`src/rtl/rv32m_seq_divider_pkg.sv`:
```
// Shared op codes and op-class helpers for the RV32M sequential divider.
// DIV_OP_WIDTH and the DIVop encodings match the core's existing MUL/DIV op table.
package rv32m_seq_divider_pkg;

    localparam int DIV_OP_WIDTH = 2;

    localparam logic [DIV_OP_WIDTH-1:0] OP_DIV  = 2'd0;
    localparam logic [DIV_OP_WIDTH-1:0] OP_DIVU = 2'd1;
    localparam logic [DIV_OP_WIDTH-1:0] OP_REM  = 2'd2;
    localparam logic [DIV_OP_WIDTH-1:0] OP_REMU = 2'd3;

    function automatic logic is_signed_op(input logic [DIV_OP_WIDTH-1:0] op);
        return (op == OP_DIV) || (op == OP_REM);
    endfunction

    function automatic logic is_rem_op(input logic [DIV_OP_WIDTH-1:0] op);
        return (op == OP_REM) || (op == OP_REMU);
    endfunction

endpackage

```
`src/rtl/rv32m_seq_divider_restore_step.sv`:
```
// One radix-2 restoring iteration: shift {rem,q} left, trial-subtract, keep or restore.
// Purely combinational; the top reuses this single instance every CALC cycle.
module div_restore_step (
    input  logic [32:0] rem,
    input  logic [31:0] q,
    input  logic [31:0] divisor,
    output logic [32:0] rem_next,
    output logic [31:0] q_next
);

    logic [33:0] shifted;
    logic [33:0] trial;

    always_comb begin
        shifted = {rem, q[31]};
        trial   = shifted - {2'b00, divisor};
        // A clear sign bit means the trial remainder is non-negative.
        if (!trial[33]) begin
            rem_next = trial[32:0];
            q_next   = {q[30:0], 1'b1};
        end else begin
            rem_next = shifted[32:0];
            q_next   = {q[30:0], 1'b0};
        end
    end

endmodule

```
`src/rtl/rv32m_seq_divider.sv`:
```
// Iterative radix-2 restoring divider for RV32M DIV/DIVU/REM/REMU (one quotient bit per cycle).
// Divide-by-zero and signed overflow bypass the iteration and complete in one cycle.
module rv32m_seq_divider
    import rv32m_seq_divider_pkg::*;
(
    input  logic                    clk,
    input  logic                    reset,
    input  logic [31:0]             dividend,
    input  logic [31:0]             divisor,
    input  logic [DIV_OP_WIDTH-1:0] DIVop,
    input  logic                    div_valid,
    output logic                    div_ready,
    output logic [31:0]             div_result,
    output logic                    div_by_zero_err
);

    localparam logic [1:0] S_IDLE = 2'd0;
    localparam logic [1:0] S_CALC = 2'd1;
    localparam logic [1:0] S_DONE = 2'd2;

    logic [1:0]  state;
    logic        rem_op;
    logic        neg_q;
    logic        neg_r;
    logic [32:0] rem;
    logic [31:0] q;
    logic [31:0] dvsr;
    logic [4:0]  cnt;

    logic [32:0] rem_next;
    logic [31:0] q_next;
    logic        signed_req;
    logic        overflow_req;
    logic [31:0] a_mag;
    logic [31:0] b_mag;

    function automatic logic [31:0] cond_neg(input logic [31:0] v, input logic neg);
        return neg ? (32'd0 - v) : v;
    endfunction

    div_restore_step u_step (
        .rem      (rem),
        .q        (q),
        .divisor  (dvsr),
        .rem_next (rem_next),
        .q_next   (q_next)
    );

    // 0x80000000 negates to itself, which is already its correct unsigned magnitude.
    always_comb begin
        signed_req   = is_signed_op(DIVop);
        a_mag        = cond_neg(dividend, signed_req & dividend[31]);
        b_mag        = cond_neg(divisor,  signed_req & divisor[31]);
        overflow_req = signed_req && (dividend == 32'h8000_0000) && (divisor == 32'hFFFF_FFFF);
    end

    assign div_ready = (state == S_DONE);

    always_ff @(posedge clk) begin
        if (reset) begin
            state           <= S_IDLE;
            rem_op          <= 1'b0;
            neg_q           <= 1'b0;
            neg_r           <= 1'b0;
            rem             <= '0;
            q               <= '0;
            dvsr            <= '0;
            cnt             <= '0;
            div_result      <= '0;
            div_by_zero_err <= 1'b0;
        end else begin
            case (state)
                S_IDLE: begin
                    if (div_valid) begin
                        rem_op <= is_rem_op(DIVop);
                        neg_q  <= signed_req & (dividend[31] ^ divisor[31]);
                        neg_r  <= signed_req & dividend[31];
                        rem    <= '0;
                        cnt    <= '0;
                        q      <= a_mag;
                        dvsr   <= b_mag;
                        if (divisor == 32'd0) begin
                            div_result      <= is_rem_op(DIVop) ? dividend : 32'hFFFF_FFFF;
                            div_by_zero_err <= 1'b1;
                            state           <= S_DONE;
                        end else if (overflow_req) begin
                            div_result      <= (DIVop == OP_DIV) ? 32'h8000_0000 : 32'd0;
                            div_by_zero_err <= 1'b0;
                            state           <= S_DONE;
                        end else begin
                            div_by_zero_err <= 1'b0;
                            state           <= S_CALC;
                        end
                    end
                end
                S_CALC: begin
                    rem <= rem_next;
                    q   <= q_next;
                    cnt <= cnt + 5'd1;
                    // The final iteration's step outputs feed the sign fix-up directly.
                    if (cnt == 5'd31) begin
                        div_result <= rem_op ? cond_neg(rem_next[31:0], neg_r)
                                             : cond_neg(q_next, neg_q);
                        state      <= S_DONE;
                    end
                end
                S_DONE: begin
                    state <= S_IDLE;
                end
                default: begin
                    state <= S_IDLE;
                end
            endcase
        end
    end

endmodule

```
`config.mk`:
```
export PLATFORM = sky130hd
export DESIGN_NAME = rv32m_seq_divider
export DESIGN_NICKNAME = d
export VERILOG_FILES = /design/src/rtl/rv32m_seq_divider_pkg.sv /design/src/rtl/rv32m_seq_divider_restore_step.sv /design/src/rtl/rv32m_seq_divider.sv
export SDC_FILE = /design/constraint.sdc
export NUM_CORES = 1
export LEC_CHECK = 0
export ABC_CLOCK_PERIOD_IN_PS = 6400
export CORE_MARGIN = 3
export CORE_UTILIZATION = 30
export CTS_BUF_LIST = sky130_fd_sc_hd__clkbuf_8
export DETAILED_ROUTE_END_ITERATION = 12
export DONT_BUFFER_PORTS = 1
export GPL_TIMING_DRIVEN = 0
export SLEW_MARGIN = 40
export SYNTH_ARGS = -nofsm -noshare
export SYNTH_HDL_FRONTEND = slang
export SYNTH_SLANG_ARGS = --single-unit
```
`constraint.sdc`:
```
create_clock -name clk -period 6.4 [get_ports clk]
set_clock_uncertainty 0.1 [all_clocks]
set_input_delay 1.28 -clock clk [delete_from_list [all_inputs] [get_ports clk]]
set_output_delay 1.28 -clock clk [all_outputs]
set_load 0.02 [all_outputs]
```
# [Yosys cells after proc, flatten, opt, wreduce, memory -nomap -nowiden]
# Cells that the tools add are included.
[word_totals] register_bits=140 latch_bits=0 ramBits=0 romBits=0 inputBits=69 output_inout_bits=34 n_memories=0
[op_classes] add_sub_neg=6 multipliers=0 n_div=0 n_lt_le_gt_ge=0 eq_ne=10 shifts=0 muxes=26 bitwise=4 reduce_logical=12
[ops] operator="two-way mux 32 bit" n=12
[ops] operator="one-hot mux 32 bit (2 select lines)" n=2
[ops] operator="subtractor 1 x 32 -> 32 bit, first input constant" n=4
[ops] operator="two-way mux 33 bit" n=2
[ops] operator="one-hot mux 33 bit (2 select lines)" n=1
[ops] operator="== test 32 bit, second input constant" n=2
[ops] operator="subtractor 34 x 32 -> 34 bit" n=1
[ops] operator="logical NOT 32 bit" n=1
[ops] operator="one-hot mux 5 bit (2 select lines)" n=1
[ops] operator="two-way mux 2 bit" n=4
[ops] operator="== test 2 bit, second input constant" n=3
[ops] operator="AND reduction 2 bit" n=3
[ops] operator="adder 5 x 1 -> 5 bit, second input constant" n=1
[ops] operator="== test 5 bit, second input constant" n=1
[ops] operator="two-way mux 5 bit" n=1
[ops] operator="logical NOT 2 bit" n=2
[ops] operator="!= test 2 bit, second input constant" n=2
[ops] operator="one-hot mux 2 bit (2 select lines)" n=1
[ops] operator="AND reduction 4 bit" n=1
[ops] operator="bitwise AND 1 bit" n=3
[ops] operator="!= test 3 bit, second input constant" n=1
[ops] operator="== test 2 x 1 -> 1 bit, second input constant" n=1
[ops] operator="logical AND 1 bit" n=2
[ops] operator="logical OR 1 bit" n=2
[ops] operator="other kinds (3)" n=4

# [Logic depth before layout (Yosys ltp)]
# Gate-level depths: netlist of run 1.
[logic_depth] depth_word=8 mapped_depth=25

# [By module]
# Synthesis of run 1 repeated with hierarchy kept, for this count alone.
[unflattened] cells_unflattened=1451 hier_area_um2=10920.5
[by_module_without_submodules] module="rv32m_seq_divider" instances=1 cells_each=1092 area_each_um2=8516.9
[by_module_without_submodules] module="div_restore_step" instances=1 cells_each=359 area_each_um2=2403.6

# [Worst setup path before layout of run 1]
# No wires, ideal clock.
[synth_path] kind="register to register" start="reg dvsr[21]" end="reg div_result[24]" setup_time_ns=0.127 arrival_time_ns=5.276 slack_ns=0.897 path_stages_with_launch=25 path_cell_list="dfxtp_1 -> inv_1 -> ha_1 -> buf_2 -> nand4_2 -> or4_1 -> a211o_1 -> a31oi_4 -> o21a_2 -> nor2_2 -> inv_2 -> buf_1 -> clkbuf_1 -> nor2_1 -> a21oi_1 -> ha_1 -> nand3_1 -> nor3b_1 -> a41oi_1 -> or4_1 -> buf_2 -> or3_1 -> buf_2 -> and3_1 -> or3_1"
[synth_via] elab_chain_len=7 elab_cells_between_ends=10 classes_between="add/sub (3); mux (7)"
[synth_lines] element="start, declared" line="rv32m_seq_divider.sv:27" source="logic [31:0] dvsr;"
[synth_lines] element="start signal, assigned" line="rv32m_seq_divider.sv:81" source="dvsr <= b_mag;"
[synth_lines] element="subtractor 34 x 32 -> 34 bit *" line="rv32m_seq_divider_restore_step.sv:16" source="trial = shifted - {2'b00, divisor};"
[synth_lines] element="two-way mux 1 bit or two-way mux 33 bit (tied branches)" line="rv32m_seq_divider_restore_step.sv:18" source="if (!trial[33]) begin"
[synth_lines] element="subtractor 1 x 32 -> 32 bit" line="rv32m_seq_divider.sv:38" source="return neg ? (32'd0 - v) : v;"
[synth_lines] element="two-way mux 32 bit" line="rv32m_seq_divider.sv:38"
[synth_lines] element="two-way mux 32 bit *" line="rv32m_seq_divider.sv:102" source="div_result <= rem_op ? cond_neg(rem_next[31:0], neg_r)"
[synth_lines] element="two-way mux 32 bit *" line="rv32m_seq_divider.sv:101" source="if (cnt == 5'd31) begin"
[synth_lines] element="one-hot mux 32 bit (2 select lines) *" line="rv32m_seq_divider.sv:72" source="case (state)"
[synth_lines] element="end signal, assigned" line="rv32m_seq_divider.sv:83" source="div_result <= is_rem_op(DIVop) ? dividend : 32'hFFFF_FFFF;"
[synth_lines] element="end signal, assigned" line="rv32m_seq_divider.sv:87" source="div_result <= (DIVop == OP_DIV) ? 32'h8000_0000 : 32'd0;"
[synth_lines] element="end signal, assigned" line="rv32m_seq_divider.sv:102"
[synth_lines] element="end, declared" line="rv32m_seq_divider.sv:13" source="output logic [31:0] div_result,"
# Every way passes the cells marked *; elsewhere a longest branch is shown, timed or not. The select of a mux whose other input is x is not followed.
# A chain may end at the register's enable or synchronous reset.

# [Final worst setup path of run 1]
[layout_path] start="reg rem[19]" end="reg div_result[24]"
[layout_via] elab_chain_len=7 elab_cells_between_ends=10 classes_between="add/sub (3); mux (7)"
[layout_lines] element="start, declared" line="rv32m_seq_divider.sv:25" source="logic [32:0] rem;"
[layout_lines] element="start signal, assigned" line="rv32m_seq_divider.sv:97" source="rem <= rem_next;"
[layout_lines] element="subtractor 34 x 32 -> 34 bit" line="rv32m_seq_divider_restore_step.sv:16"
[layout_lines] element="two-way mux 1 bit or two-way mux 33 bit (tied branches)" line="rv32m_seq_divider_restore_step.sv:18"
[layout_lines] element="subtractor 1 x 32 -> 32 bit" line="rv32m_seq_divider.sv:38"
[layout_lines] element="two-way mux 32 bit" line="rv32m_seq_divider.sv:38"
[layout_lines] element="two-way mux 32 bit *" line="rv32m_seq_divider.sv:102"
[layout_lines] element="two-way mux 32 bit *" line="rv32m_seq_divider.sv:101"
[layout_lines] element="one-hot mux 32 bit (2 select lines) *" line="rv32m_seq_divider.sv:72"
# Marks and branches as above.

==> summary.md, run 1 <==
The floorplan step defined a core boundary enclosing 0.0368 mm^2. The routed design could run at a clock period as short as 6.10 ns. Counting cells, the worst reg-to-reg path comes to 20.

Remaining max-slew budget at the tightest pin: 39.6%. The number of global-route vias before repair was 11900. The run gives 0 as the number of diodes added for antenna fixing.

The worst register-to-register path begins at rem[19]. The run gives 0.00280 mm^2 as the storage element area. Capturing element type of the critical path: a flop.

The hold-critical path depth was 2. Placed wire-length estimate: 35300 um. TritonCTS built the clock tree. At the later pin of the worst-skew pair, clock insertion delay measures 0.48 ns. Counting the fill cells in the layout gives 3983. Root buffer selected by CTS: clkbuf_8.

The clock net in this run drives a total of 140 sinks. The multi-input combinational cells in the finished layout cover a total of 0.00781 mm^2. The synthesized netlist occupies a cell area of 0.0112 mm^2. Sequential cells burn 31.3% of the power.

For the pin with the worst max-slew slack, the measured transition is 0.905 ns. In the global route stage, overall resource usage came out at 22.1%. The worst setup path is launched from a flop. The largest net degree at the start of global routing was 19; the hold buffer count at CTS was 0. Global routing finished with a remaining overflow of 0.

The placed instances occupy a cell area of 0.0118 mm^2. After clock tree synthesis, the clock-pin slew on the worst setup and hold paths is 0.10 ns. The number of iterations in the first detailed-routing pass came out at 6. The internal portion of the total power is 1790 uW.

The first global-routing pass estimated 68400 um of wire. The starting density of the core was 30.5%. The tools report the source of the worst hold timing path as dvsr[24]. Port buffering added 0 buffers.

Each instance of the synthesized netlist takes up on average 7.30 um^2. The number of antenna violations at the first check in global routing was 0; the total power per unit cell area was 271 mW/mm^2. OpenSTA, run right after detailed placement, puts the worst setup slack at -0.449 ns.

The count of nets left with antenna violations once routing finished came out at 0. Setup repair after global routing left no endpoint under its margin. The switching power total is 1530 uW.

The reg-to-reg endpoint is div_result[24]. The die span in y is 199 um. The flow ran to the end, and the final reports show no timing, DRC or antenna violations. The worst setup slack after layout was 0.300 ns.

The post-synthesis instance total was 1538; the count of flip-flops with a built-in enable after synthesis was 0. The combinational cell fraction of total power is 45.7%. The number of different library cells used by synthesis comes to 78.

The floorplan step defined a die boundary enclosing 0.0398 mm^2. Setup violations remaining at the end of the flow were counted as 0. The logs give 6.37 ns for the arrival time reported for the critical path endpoint and 0.0123 mm^2 for the final instance area. The number of vias per cell after detailed routing came out at 6.01. The die span in x was 199 um. After detailed routing, the number of remaining DRC violations is 0. The congestion estimate from routability-driven global placement came to 0.961. Number of nets in the synthesized netlist: 1647. The share of synthesized flip-flops with an asynchronous set or reset works out to 0%.

The period utilization is 95.3%, and the slack of the worst reg-to-reg path is 0.30 ns. STA puts the critical path data required time at 6.67 ns. In this run the static leakage power is 0.00432 uW.

The capture endpoint of the worst hold path was dvsr[24]. Sequential cells were found to cover 25.0% of the synthesized design area. The layout net count is 1669. Via total after detailed routing: 12300. Clock tree synthesis inserted a total of 17 buffers. The run gives 1229 as the violation count after the first detailed-route iteration. The area growth from synthesis to layout is 9.36%. The critical path is of the reg -> reg type.

The clock network fraction of total power was 23.0%. The logs give 0 for the final number of hold-violating endpoints and 70 for the total number of placement rows. The Yosys step of the flow raised 0 warnings.

In this run switching power makes up 46.1% of total power. Across the run, the number of max-cap violations was 0. Static timing analysis puts the maximum clock frequency at 0.164 GHz. The H-tree depth reported by CTS was 4; the count of boundary I/O pins was 103. In this run the worst path has a maximum fanout of 10. Count of pins over their slew limit: 0.

The most common flop cell mapped by yosys was dfxtp_1. The clock passes through at most 2 buffers. In the final layout, the share of cells above drive strength 1 is 5.53%.

In this run the worst setup path begins at rem[19]. The synthesized design contains 140 register bits. After detailed routing, the average wire length per cell comes to 22.1 um. The path class of the tightest hold or removal check is reg -> reg.

Across the VDD grid, the largest voltage drop is 0.154 mV. The final layout contains routed wiring with a total length of 45000 um.
==> cell type report <==
cell class,instances,share of cell area (%)
tap,468,4.77
buffer,100,3.33
timing repair buffer,4,0.204
clock buffer,17,1.91
multi-input combinational,1236,63.7
clock inverter,15,1.42
inverter,61,1.89
sequential,140,22.8
==> logic make-up after synthesis <==
| kind of cell | synth area share, % |
|---|---|
| AO/OA/AOI/OAI | 29.8 |
| XOR/XNOR | 10.2 |
| adder cells (fa/ha/maj) | 4.53 |
| buffers and inverters | 5.68 |
| flip-flops | 25.0 |
| multiplexers | 2.52 |
| AND/OR/NAND/NOR | 22.2 |
==> placed cells by master (no fill, tap or decap), types with 49 or more instances in the layout <==
| cell | n |
|---|---|
| nor2_1 | 191 |
| inv_1 | 59 |
| a21oi_1 | 119 |
| clkbuf_1 | 72 |
| a211oi_1 | 49 |
| xnor2_1 | 71 |
| o21ai_0 | 108 |
| xor2_1 | 60 |
| dfxtp_1 | 140 |
| nand2_1 | 147 |
==> flip-flops by register name, summed over array words and instances (netlist names) <==
| register | flops |
|---|---|
| cnt | 5 |
| q | 32 |
| state | 2 |
| dvsr | 32 |
| rem | 33 |
| neg_q | 1 |
| div_result | 32 |
| div_by_zero_err | 1 |
| rem_op | 1 |
| neg_r | 1 |
==> synthesized netlist by cell type, types with 21 or more instances <==
cell	n	area share, %
o21ai_0	109	4.9
o31ai_1	23	1.5
nand3_1	26	1.2
nand4_1	21	1.2
a211oi_1	49	3.3
dfxtp_1	140	25
nor2_1	191	6.4
xnor2_1	71	5.5
xor2_1	60	4.7
ha_1	39	4.3
nor3_1	35	1.6
nand2_1	147	4.9
inv_1	59	2.0
nor4_1	22	1.2
a21oi_1	119	5.3
clkbuf_1	75	2.5
a22oi_1	25	1.7
==> repair_timing <==
action                     in CTS  in global routing
pin swaps                       0                  1
setup buffers                   0                  2
setup endpoints to repair       8                  8
hold endpoints to repair        0                  0
resized for setup               2                  9
==> metal layers <==
layer	GRT usage (%)	wire length, um	vias up
met5	0	0	-
met4	11.7	2520	0
met3	3.81	3160	119
met2	36.6	20700	548
met1	27.7	18700	5904
li1	-	-	5704
==> power by group through the flow <==
stage                     sequential [uW]  clock [uW]  combinational, uW
final                                1040         766               1520
after global routing                 1050         806               1650
after CTS                            1040         771               1470
after detailed placement             1060           0               1460
after global placement               1060           0               1450
after floorplan                      1030           0               1070
==> metrics by stage <==
stage               hold WS, ns  util, %  cells  setup TNS (ns)  total power [uW]
floorplan                 0.340        -   1538               0              2100
global placement          0.356     32.1   2006           -3.94              2510
detailed placement        0.366     32.1   2008           -1.83              2520
CTS                       0.378     33.3   2039               0              3280
global route              0.399     33.4   2041               0              3510
finish                    0.379     33.4   2041               0              3330
==> how the worst max path moves through the flow <==
stage                endpoint  cells after the start
6_report       div_result[24]                     20
5_1_grt        div_result[24]                     23
4_1_cts        div_result[24]                     20
3_5_place_dp   div_result[24]                     22
3_3_place_gp   div_result[24]                     22
2_1_floorplan  div_result[24]                     24
==> worst max-delay path: stages (launching register included) <==
cell and delay (ns):
dfxtp_1 0.41, ha_1 0.46, nand4_1 0.24, or4_1 0.51
a211o_1 0.33, a31oi_4 0.19, nor3_1 0.11, nor2_2 0.19
buf_6 0.20, buf_2 0.27, mux2i_2 0.34, ha_2 0.29
nand3_1 0.14, nor3b_2 0.26, a41oi_1 0.27, or4_1 0.55
buf_2 0.17, or3_1 0.34, buf_2 0.16, and3_1 0.16
or3_1 0.29
Power figures use the tool's default switching activity.
==> run 2: changes to the inputs <==
Settings changed: ABC_AREA from default to 1.
==> summary.md, run 2 <==
The largest individual stage delay along the critical path comes from the cell dfxtp_1. The run gives 56400 um (+25%) as the wire length after detailed routing. By area the synthesized netlist is led by dfxtp_1, nand2_1, a21oi_1, inv_1, nand3_1. The number of maximum-capacitance constraint violations is 0 (unchanged), and the placer congestion estimate is 0.973 (+1.3%). The worst-margin pin slew works out to 0.826 ns (-0.0795 ns). The total of warnings raised by yosys is 0 (unchanged). The tools report the switching power total as 4590 uW (+200%).

For the largest net degree at the start of global routing, the log shows 17 (-2). The period utilization is 77.0% (-18 points), and the required time of the critical path is 6.78 ns (+0.11 ns). Worst-path maximum fanout: 10 (unchanged). The clock transition time at the flip-flop clock pins of the worst setup and hold paths is 0.10 ns (about the same), and the clock insertion delay at the later pin of the skew report is 0.54 ns (+0.06 ns). The number of diodes added for antenna fixing was 0 (unchanged). The tools report the category of the worst setup path launch point as a flop. Total CTS buffers: 17 (unchanged).

TritonCTS built the clock tree. The delay of the slowest cell on the worst path is 0.54 ns (about the same). The run finished with clean final reports. The count of boundary I/O pins is 103 (unchanged). The most used flip-flop cell after synthesis is dfxtp_1. The leading cell type in the layout, fill and taps excluded is nand2_1.

For the count of pins over their slew limit, the log shows 0 (unchanged). The hold buffer count at CTS was 0 (unchanged); the wire length per cell after detailed routing was 20.3 um (-8.0%). The total power per unit cell area is 550 mW/mm^2 (+100%). The tools report the remaining global-route overflow as 0 (unchanged). The most common cell in the synthesized netlist is nand2_1.

The number of antenna violations at the first check in global routing was 0 (unchanged). The tools report the beginning of the worst register-to-register path as rem[2]. The tightest hold margin is 0.375 ns (-0.00384 ns). The number of vias per cell after detailed routing came out at 5.36 (-11%). The buffer depth of the longest clock path is 2 (unchanged), and the share of total power in sequential cells is 17.8% (-13 points).

The share of synthesized flip-flops with an asynchronous set or reset was 0% (unchanged). The largest total area in the synthesized netlist belongs to dfxtp_1. The run gives 72.5% (+27 points) as the combinational cell fraction of total power. The final number of hold-violating endpoints is 0 (unchanged), and the cell internal power dissipation is 3050 uW (+70%).

The number of global-route vias before repair is 13600 (+14%), and the setup TNS is 0 ns (unchanged). The count of flip-flops with a built-in enable after synthesis is 0 (unchanged), and the final design utilization is 33.0% (-0.40 points). The tools report the maximum vdd drop as 0.212 mV (+37%).

By instance count, the cell type seen most on the critical path is nand2_1. The flop and latch count out of synthesis was 140 (unchanged). The path class of the tightest hold or removal check is reg -> reg. The area growth from synthesis to layout was 8.30%; the proportion of synthesized chip area in sequential cells was 21.8% (-3.1 points).

The average instance area after synthesis was 5.80 um^2 (-20%). The logs give 9.7% (-13 points) for the clock network fraction of total power and 75 (+7.1%) for the total number of placement rows. The clock period minus final worst setup slack was 4.93 ns (-1.17 ns). Register ranked first by flip-flop count: rem. The depth of the worst register-to-register path is 31 (+55%), and the starting density of the core is 30.4% (-0.070 points). The layout net count is 2339 (+40%), and the slack of the worst reg-to-reg path is 1.47 ns (+1.17 ns).

The post-synthesis instance total was 2210 (+44%); the die span in y was 213 um (+6.7%). The die area was 0.0453 mm^2 (+14%). In this run the critical register-to-register path is captured at div_result[30]. The global-route wire length before repair came out at 83200 um (+22%). Tracing the worst setup path back leads to its startpoint at rem[2]. Cell area after technology mapping: 0.0128 mm^2 (+14%). The global-route usage over all layers was 24.6% (+2.5 points). Setup repair after global routing left no endpoint under its margin. The area of the core came out at 0.0421 mm^2 (+15%). After synthesis, the most frequently instantiated cells are nand2_1, inv_1, a21oi_1. Post-CTS resize count: 0 (-2). The type of the worst setup path is reg -> reg. Fraction of power spent switching nets: 60.1% (+14 points). The logs give 5 (-1) for the number of iterations in the first detailed-routing pass and 0.00647 uW (+50%) for the leakage power. The placed wire-length estimate came out at 46400 um (+32%). For the fmax, the log shows 0.203 GHz (+24%). Following the worst setup path forward leads to its endpoint at div_result[30]. The number of flip-flops in the largest register came out at 33 (unchanged). The area share of the largest cell type after synthesis was 21.8% (-3.1 points); the total cell area at the placement stage was 0.0135 mm^2 (+14%).

The total DRC errors in the routed layout is 0 (unchanged), and the number of buffers added on ports is 0 (unchanged). The run gives 0 (unchanged) as the number of setup violations in the final report. The number of nets in the synthesized netlist was 2319 (+41%); the total clock sinks was 140 (unchanged). The H-tree depth reported by CTS came out at 4 (unchanged). The number of library cell types mapped by synthesis is 53 (-32%), and the post-CTS repair timing setup buffer count is 0 (unchanged). The tools report the via total after detailed routing as 14900 (+22%). The fraction of final layout cells with drive strength greater than 1 is 7.04% (+1.5 points).

The remaining max-slew budget at the tightest pin was 44.9% (+5.3 points); the die span in x was 213 um (+6.7%). The tools report the violation count after the first detailed-route iteration as 1639 (+33%). Leaving out fill and tap cells, the most frequent cells in the layout are nand2_1, inv_1, a21oi_1. The run gives 0 (unchanged) as the count of antenna-violating nets left after detailed routing. CTS placed an instance of clkbuf_8 at the clock tree root.

The final instance area is 0.0139 mm^2 (+13%), and the arrival time reported for the critical path endpoint is 5.30 ns (-1.07 ns). Capturing element type of the critical path: a flop.
==> run 2: area by class of cell <==
class	instances	area, um^2
clock buffer	19	262
timing repair buffer	1	7.51
multi-input combinational	1701	8540
tap	539	674
clock inverter	13	113
buffer	91	445
sequential	140	2800
inverter	278	1040
fill	4788	28200
==> run 2: power groups by stage <==
stage / clock network, uW / logic (uW) / registers [uW]
after global placement: 0 / 5410 / 1370
final: 743 / 5540 / 1360
after global routing: 783 / 6120 / 1380
after floorplan: 0 / 3920 / 1280
after detailed placement: 0 / 5420 / 1370
after CTS: 752 / 5440 / 1350
==> run 2: how the worst min path moves through the flow <==
stage | start | to | slack, ns | depth (start not counted)
after floorplan | cnt[4] | cnt[4] | 0.35 | 2
after global placement | cnt[4] | cnt[4] | 0.35 | 2
after detailed placement | cnt[4] | cnt[4] | 0.36 | 2
after CTS | cnt[4] | cnt[4] | 0.37 | 2
after global routing | cnt[4] | cnt[4] | 0.41 | 2
final | cnt[4] | cnt[4] | 0.37 | 2
==> run 2: metal layers <==
| layer | wire, um | vias up | share of wire, % | track usage, % |
|---|---|---|---|---|
| met3 | 4600 | 101 | 8.2 | 4.98 |
| li1 | - | 7238 | - | - |
| met5 | 0 | - | 0 | 0 |
| met1 | 25200 | 6963 | 45 | 33.9 |
| met4 | 1780 | 0 | 3.1 | 7.94 |
| met2 | 24800 | 620 | 44 | 38.6 |
==> run 2: per-stage QoR <==
stage                     cells  power [uW]  setup slack [ns]
after detailed placement   2750        6790              1.54
after CTS                  2782        7550              1.52
after global routing       2782        8290             0.863
final                      2782        7640              1.47
after floorplan            2210        5200              2.54
after global placement     2749        6780              1.26
==> run 2: critical path, delay by kind of cell (launching register included) <==
family | cells | cell delay (ns)
AOI/OAI and AO/OA | 5 | 0.66
buffers and inverters | 4 | 0.41
DFF | 1 | 0.54
and+or+nand+nor | 20 | 2.65
adders and majority gates | 2 | 0.51
==> run 2: cells by family after synthesis <==
kind of cell	count (synthesis)	synth area share, %
xor+xnor	53	3.62
simple gates	1157	39.5
compound gates	451	19.5
flops	140	21.8
buf+inv	369	11.6
fa+ha+maj	40	3.96
